==> src/rtl/tm1638_responder.sv <==
// Device-side TM1638 responder: oversamples STB/CLK/DIO, decodes commands, holds the
// display RAM and display control, and shifts the 4 key-scan bytes back out on DIO.
module tm1638_responder #(
    parameter int SYNC_STAGES = 2
) (
    input  logic         mclk,
    input  logic         rst,
    input  logic         stb_in,
    input  logic         clk_in,
    input  logic         dio_in,
    output logic         dio_out,
    output logic         dio_oe,
    input  logic [31:0]  key_in,
    output logic [127:0] disp_ram,
    output logic         disp_on,
    output logic [2:0]   brightness,
    output logic         cmd_valid,
    output logic [7:0]   cmd_byte
);

    // state     | meaning
    // S_IDLE    | STB high or frame not yet started
    // S_CMD     | receiving the first (command) byte of a frame
    // S_WR_DATA | following bytes go to display RAM
    // S_RD_DATA | shifting key-scan bits out on CLK falls
    // S_IGNORE  | rest of frame carries nothing we act on
    typedef enum logic [2:0] {
        S_IDLE,
        S_CMD,
        S_WR_DATA,
        S_RD_DATA,
        S_IGNORE
    } state_t;

    state_t state, state_next;

    logic [SYNC_STAGES-1:0] stb_sync, clk_sync, dio_sync;
    logic       stb_prev, clk_prev;
    logic       stb_s, clk_s, dio_s;
    logic       stb_rise, stb_fall, clk_rise, clk_fall;

    logic [2:0] bit_cnt;
    logic [7:0] shift_reg;
    logic [7:0] rx_byte;
    logic       byte_done;
    logic [3:0] addr;
    logic       mode_read;
    logic       mode_fixed;
    logic [31:0] tx_reg;
    logic [5:0] tx_cnt;
    logic       cmd_done;
    logic       ram_we;

    always_ff @(posedge mclk) begin
        if (rst) begin
            stb_sync <= '1;
            clk_sync <= '1;
            dio_sync <= '1;
            stb_prev <= 1'b1;
            clk_prev <= 1'b1;
        end else begin
            stb_sync <= {stb_sync[SYNC_STAGES-2:0], stb_in};
            clk_sync <= {clk_sync[SYNC_STAGES-2:0], clk_in};
            dio_sync <= {dio_sync[SYNC_STAGES-2:0], dio_in};
            stb_prev <= stb_s;
            clk_prev <= clk_s;
        end
    end

    assign stb_s    = stb_sync[SYNC_STAGES-1];
    assign clk_s    = clk_sync[SYNC_STAGES-1];
    assign dio_s    = dio_sync[SYNC_STAGES-1];
    assign stb_fall = stb_prev & ~stb_s;
    assign stb_rise = ~stb_prev & stb_s;
    // CLK edges only count while STB is low; a CLK rise coinciding with STB rise is dropped.
    assign clk_rise = ~clk_prev & clk_s & ~stb_s;
    assign clk_fall = clk_prev & ~clk_s & ~stb_s;

    assign rx_byte   = {dio_s, shift_reg[7:1]};
    assign byte_done = clk_rise && (bit_cnt == 3'd7) && (state != S_IDLE);

    always_ff @(posedge mclk) begin
        if (rst) begin
            state <= S_IDLE;
        end else begin
            state <= state_next;
        end
    end

    always_comb begin
        state_next = state;
        cmd_done   = 1'b0;
        ram_we     = 1'b0;
        if (stb_rise) begin
            state_next = S_IDLE;
        end else if (stb_fall) begin
            state_next = S_CMD;
        end else if (byte_done) begin
            case (state)
                S_CMD: begin
                    cmd_done = 1'b1;
                    case (rx_byte[7:6])
                        2'b01:   state_next = (rx_byte[1:0] == 2'b10) ? S_RD_DATA : S_IGNORE;
                        2'b11:   state_next = mode_read ? S_IGNORE : S_WR_DATA;
                        default: state_next = S_IGNORE;
                    endcase
                end
                S_WR_DATA: ram_we = 1'b1;
                default:   ;
            endcase
        end
    end

    always_ff @(posedge mclk) begin
        if (rst) begin
            bit_cnt    <= '0;
            shift_reg  <= '0;
            addr       <= '0;
            mode_read  <= 1'b0;
            mode_fixed <= 1'b0;
            tx_reg     <= '0;
            tx_cnt     <= '0;
            disp_ram   <= '0;
            disp_on    <= 1'b0;
            brightness <= '0;
            cmd_valid  <= 1'b0;
            cmd_byte   <= '0;
            dio_oe     <= 1'b0;
            dio_out    <= 1'b0;
        end else begin
            cmd_valid <= cmd_done;

            if (stb_fall) begin
                bit_cnt   <= '0;
                shift_reg <= '0;
            end else if (clk_rise && state != S_IDLE) begin
                bit_cnt   <= bit_cnt + 3'd1;
                shift_reg <= rx_byte;
            end

            if (cmd_done) begin
                cmd_byte <= rx_byte;
                tx_reg   <= key_in;
                tx_cnt   <= '0;
                case (rx_byte[7:6])
                    2'b01: begin
                        mode_read  <= (rx_byte[1:0] == 2'b10);
                        mode_fixed <= rx_byte[2];
                    end
                    2'b10: begin
                        disp_on    <= rx_byte[3];
                        brightness <= rx_byte[2:0];
                    end
                    2'b11:   addr <= rx_byte[3:0];
                    default: ;
                endcase
            end

            if (ram_we) begin
                disp_ram[{addr, 3'b000} +: 8] <= rx_byte;
                if (!mode_fixed) begin
                    addr <= addr + 4'd1;
                end
            end

            // Leaving RD_DATA only happens on an STB edge, so releasing DIO here keeps dio_oe inside RD_DATA.
            if (stb_rise || stb_fall) begin
                dio_oe  <= 1'b0;
                dio_out <= 1'b0;
            end else if (state == S_RD_DATA && clk_fall) begin
                dio_oe <= 1'b1;
                if (tx_cnt != 6'd32) begin
                    dio_out <= tx_reg[0];
                    tx_reg  <= {1'b0, tx_reg[31:1]};
                    tx_cnt  <= tx_cnt + 6'd1;
                end else begin
                    dio_out <= 1'b0;
                end
            end
        end
    end

endmodule

==> config.mk <==
export PLATFORM = sky130hd
export DESIGN_NAME = tm1638_responder
export DESIGN_NICKNAME = d
export VERILOG_FILES = /design/src/rtl/tm1638_responder.sv
export SDC_FILE = /design/constraint.sdc
export NUM_CORES = 1
export LEC_CHECK = 0
export CAP_MARGIN = 20
export CORE_ASPECT_RATIO = 0.7
export CORE_MARGIN = 4
export CORE_UTILIZATION = 45
export CTS_CLUSTER_SIZE = 16
export DETAILED_ROUTE_END_ITERATION = 8
export HOLD_SLACK_MARGIN = 0.06
export PLACE_DENSITY_LB_ADDON = 0.25
export SYNTH_ARGS = -nofsm -noshare
export SYNTH_HDL_FRONTEND = slang
export SYNTH_SLANG_ARGS = --single-unit
==> constraint.sdc <==
create_clock -name mclk -period 8.1 [get_ports mclk]
set_input_delay 0.81 -clock mclk [delete_from_list [all_inputs] [get_ports mclk]]
set_output_delay 0.81 -clock mclk [all_outputs]
set_load 0.02 [all_outputs]
== After elaboration in Yosys (flattened, before gate mapping) ==
Cells that the tools add are included.

* Memories: 0
* Input port bits: 37
* Flip-flop bits (word level): 209
* Output and inout port bits: 143
* Word-level logic and storage cells: 90
* Latch bits: 0
* Memory bits (read-only): 0
* Memory bits (writable): 0

* $mul: 0
* Order comparisons: 0
* Shift operators: 2
* Equality and inequality tests: 9
* Bitwise gates (word level): 10
* Reductions and logical operators: 16
* Divide/modulo/power cells: 0
* Add/sub/neg operators: 4
* Multiplexer cells: 28

{| class="wikitable"
|+ Operator list
! kind !! number
|-
| 128-bit bitwise mux || 1
|-
| 32-bit 2-to-1 mux || 4
|-
| 8-bit by 9-bit variable shift with 128-bit output, first input constant || 1
|-
| 8-bit by 9-bit indexed part select with 128-bit output || 1
|-
| 6-bit 2-to-1 mux || 4
|-
| 4-bit 2-to-1 mux || 4
|-
| 1-bit 2-to-1 mux || 12
|-
| 7-bit negation with 9-bit output || 1
|-
| 2-bit AND reduction || 4
|-
| 6-bit by 1-bit adder with 6-bit output, second input constant || 1
|-
| 1-bit AND || 6
|-
| 2-bit == test, second input constant || 3
|-
| 3-bit by 2-bit == test with 1-bit output, second input constant || 2
|-
| 3-bit 2-to-1 mux || 2
|-
| 6-bit != test, second input constant || 1
|-
| 3-bit one-hot mux with 2 select lines || 1
|-
| 2-bit OR reduction || 3
|-
| 4-bit by 1-bit adder with 4-bit output, second input constant || 1
|-
| 1-bit logical AND || 4
|-
| 1-bit inverter || 4
|-
| 2-bit nonzero test || 2
|-
| 3-bit by 1-bit adder with 3-bit output, second input constant || 1
|-
| 3-bit by 1-bit == test with 1-bit output, second input constant || 1
|-
| 3-bit == test, second input constant || 1
|-
| 4 further kinds || 4
|}

== Longest topological paths before layout ==
* Word-level depth: 12
* Depth in mapped cells: 9
* Depth with buffers taken out: 6

== Worst setup path before layout ==
OpenSTA, ideal clock, no wires.

* Path kind: register to register
* Start point: register addr[0]
* End point: register disp_ram[80]
* Data required time: 7,965 ps
* Path slack: 5,483 ps
* Period minus slack after synthesis: 2,617 ps
* Setup time: 135 ps
* Path buffers: 2
* Data arrival time: 2,482 ps
* Stages on the path, launching flop included: 9
* Cell sequence: dfxtp_1 > clkbuf_1 > inv_1 > ha_1 > clkbuf_1 > or3b_2 > a211oi_1 > nand3_1 > mux2i_1

* Cells in the longest elaborated chain, start to end: 3
* Elaborated cells on any way between the ends: 4
* Those cells by class: add/sub (1); shift (2); mux (1)

{| class="wikitable"
|+ Ends and longest elaborated chain
! item !! RTL line !! text
|-
| start: declaration || 46 || <nowiki>logic [3:0] addr;</nowiki>
|-
| start signal: assignment || 154 || <nowiki>2'b11: addr <= rx_byte[3:0];</nowiki>
|-
| start signal: assignment || 162 || <nowiki>addr <= addr + 4'd1;</nowiki>
|-
| 7-bit negation with 9-bit output * || 160 || <nowiki>disp_ram[{addr, 3'b000} +: 8] <= rx_byte;</nowiki>
|-
| 8-bit by 9-bit indexed part select with 128-bit output or 8-bit by 9-bit variable shift with 128-bit output (tied branches) || 160 ||
|-
| 128-bit bitwise mux * || 160 ||
|-
| end signal: indexed assignment || 160 ||
|-
| end: declaration || 14 || <nowiki>output logic [127:0] disp_ram,</nowiki>
|}

Every way passes the cells marked *; elsewhere a longest branch is shown, timed or not.
A chain may end at the register's enable or synchronous reset.

== Final worst setup path ==
* Start point: register addr[0]
* End point: register disp_ram[86]

The elaborated chain is that of the path after synthesis.

==> metrics.txt <==
area of the core=19000 µm²; Hold Slack=408 ps; fin. max-slew vios=0; vias in the first global route=6681; final setup fails=0; Yosys top cell by area=dfxtp_1; largest net degree at the start of global routing=85; achievable clock frequency=316 MHz; Post-CTS Resized=0; outcome=finished clean; static leakage=0.00429 µW; grt ovf=0; DP Area=10600 µm²; PwrDens=177 nW/µm²; relative slew slack=36.7%; total power=2000 µW; CTS Hold Buffers Added=0; Tot GR Track Use=20.4%; post-synthesis register bit count=208; clock skew=11.7 ps; Synth Instances=964; Tcrit/Tclk final=39.0%; RePlAce Congestion=0.789; initial antenna violation count=0; metal3 WL=1700 µm; Slew @ Worst Pin=949 ps; Setup crit end kind=flip-flop; Async S/R FF share, synth=0%; VDD IR max=112 µV; die height=124 µm; clock slew at reported path FFs=60 ps; layout net count=1145; I/O Buffers=179; Hold Vio Cnt, Final=0; First DRT Iteration DRCs=574; Setup Buffers After CTS=0; Post-synth EDFFs=0; WL met2=9780 µm; Antenna Cells=0; Synth top area share=47.8%; sequential fraction of design power=51.4%; Distinct cells, synth=63; CTS Buf Count=21; routed metal-1 wirelength=11500 µm; syn_area_per_cell=9.05 µm²; WP data required=8500 ps; TNS Setup=0 ps; Final ANT Viol Nets=0; DPL Wire Length=15600 µm; H-tree depth=1; largest cells by area after synthesis=dfxtp_1, mux2i_1, nand2_1; synth cell count leaders=nand2_1, dfxtp_1, mux2i_1; Top Ports=180; share of post-route cells with drive strength above 1=6.85%; crit path DAT=3570 ps; main flop type after synthesis=dfxtp_1; first drt pass iteration count=6; Crit Path Class=flip-flop to flip-flop; Final min period=3160 ps; die area=21700 µm²; Synth Cell Area=8720 µm²; max layer used=met4; most frequent cell after synthesis=nand2_1; TritonCTS Sinks=208; Clock Power Share=46.4%; Worst Setup Start Kind=flip-flop; post-synth net total=1011; final instance area=11300 µm²; Die W=174 µm; # rows=42; Yosys Warn Count=0; net switching power=420 µW; global-route wire length before repair=37000 µm; Sw Ratio=21.0%; DR vias/cell=5.33; crit path max fanout=25; combinational power share=2.2%; via count=7322; # DRC=0; Hold WC Path Type=flip-flop to flip-flop; Largest register FFs=128; Layout area overhead=29.6%; Seq/Total Area, Yosys=47.8%; Worst-Skew Late Latency=490 ps; P_int=1580 µW; wire per inst=16.9 µm; Initial Utilization=46.0%; CTS tree=done; unrepaired setup endpoints after global routing=no; Final Core Density=59.6%; Root Driver=clkbuf_16; Detailed Route WL=23200 µm; maxcap violations=0; worst-case clock buffer depth=3
==> path summary, 6_finish.rpt <==
path / startpoint / end / slack, ps / depth (start not counted)
hold / removal: dio_sync[0] / dio_sync[1] / 410 / 1
hold reg to reg: dio_sync[0] / dio_sync[1] / 410 / 1
setup / recovery: addr[0] / disp_ram[86] / 4940 / 6
setup reg to reg: addr[0] / disp_ram[86] / 4940 / 6
==> critical path: stages (launching register included) <==
cell and delay, ps:
dfxtp_1 900, inv_1 190, ha_1 390, or3b_2 510, a211oi_1 320, nand3_1 460, mux2i_1 300
==> placed cells by master, fill, tap and decap left out, types with 19 or more instances in the layout <==
master           count
mux2i_1            112
a311oi_1            31
nand3_1             23
nor2_1              34
nand2_1            211
dfxtp_1            208
o21ai_0             19
nor3_1              42
clkdlybuf4s50_1    178
a21oi_1             41
clkbuf_16           21
==> final cells by class <==
type,instances,area [µm²]
clock inverter,7,63.8
clock buffer,28,582
sequential,208,4160
tap,264,330
inverter,10,38.8
fill,1697,7670
multi-input combinational,668,4230
timing repair buffer,189,1890
==> power groups by stage <==
| stage | clock (µW) | sequential, µW | combinational (µW) |
|---|---|---|---|
| finish | 928 | 1030 | 43.9 |
| global route | 987 | 1030 | 47.8 |
| CTS | 946 | 1030 | 44.0 |
| detailed placement | 0 | 1050 | 43.9 |
| global placement | 0 | 1050 | 44.0 |
| floorplan | 0 | 1050 | 21.8 |
==> through the flow <==
step,cells,setup slack [ps]
after global placement,1336,4880
after CTS,1372,4870
after detailed placement,1337,4880
after global routing,1374,4720
final,1374,4940
after floorplan,964,5480
==> per-layer routing <==
| layer | global-route usage, % | up-vias |
|---|---|---|
| met5 | 0 | - |
| met4 | 3.54 | 0 |
| met3 | 4.76 | 20 |
| met2 | 29.5 | 226 |
| met1 | 31.2 | 3439 |
| li1 | - | 3637 |
==> kinds of logic (layout without fill, tap and decap cells) <==
group	Yosys count	in the layout	synth area share (%)
multiplexers	122	122	14.1
flip-flops	208	208	47.8
XOR/XNOR	3	3	0.301
AO/OA/AOI/OAI	127	127	9.93
buffers and inverters	88	234	3.96
adder cells (fa/ha/maj)	10	10	1.43
AND/OR/NAND/NOR	406	406	22.5
(Power assumes the default switching activity.)
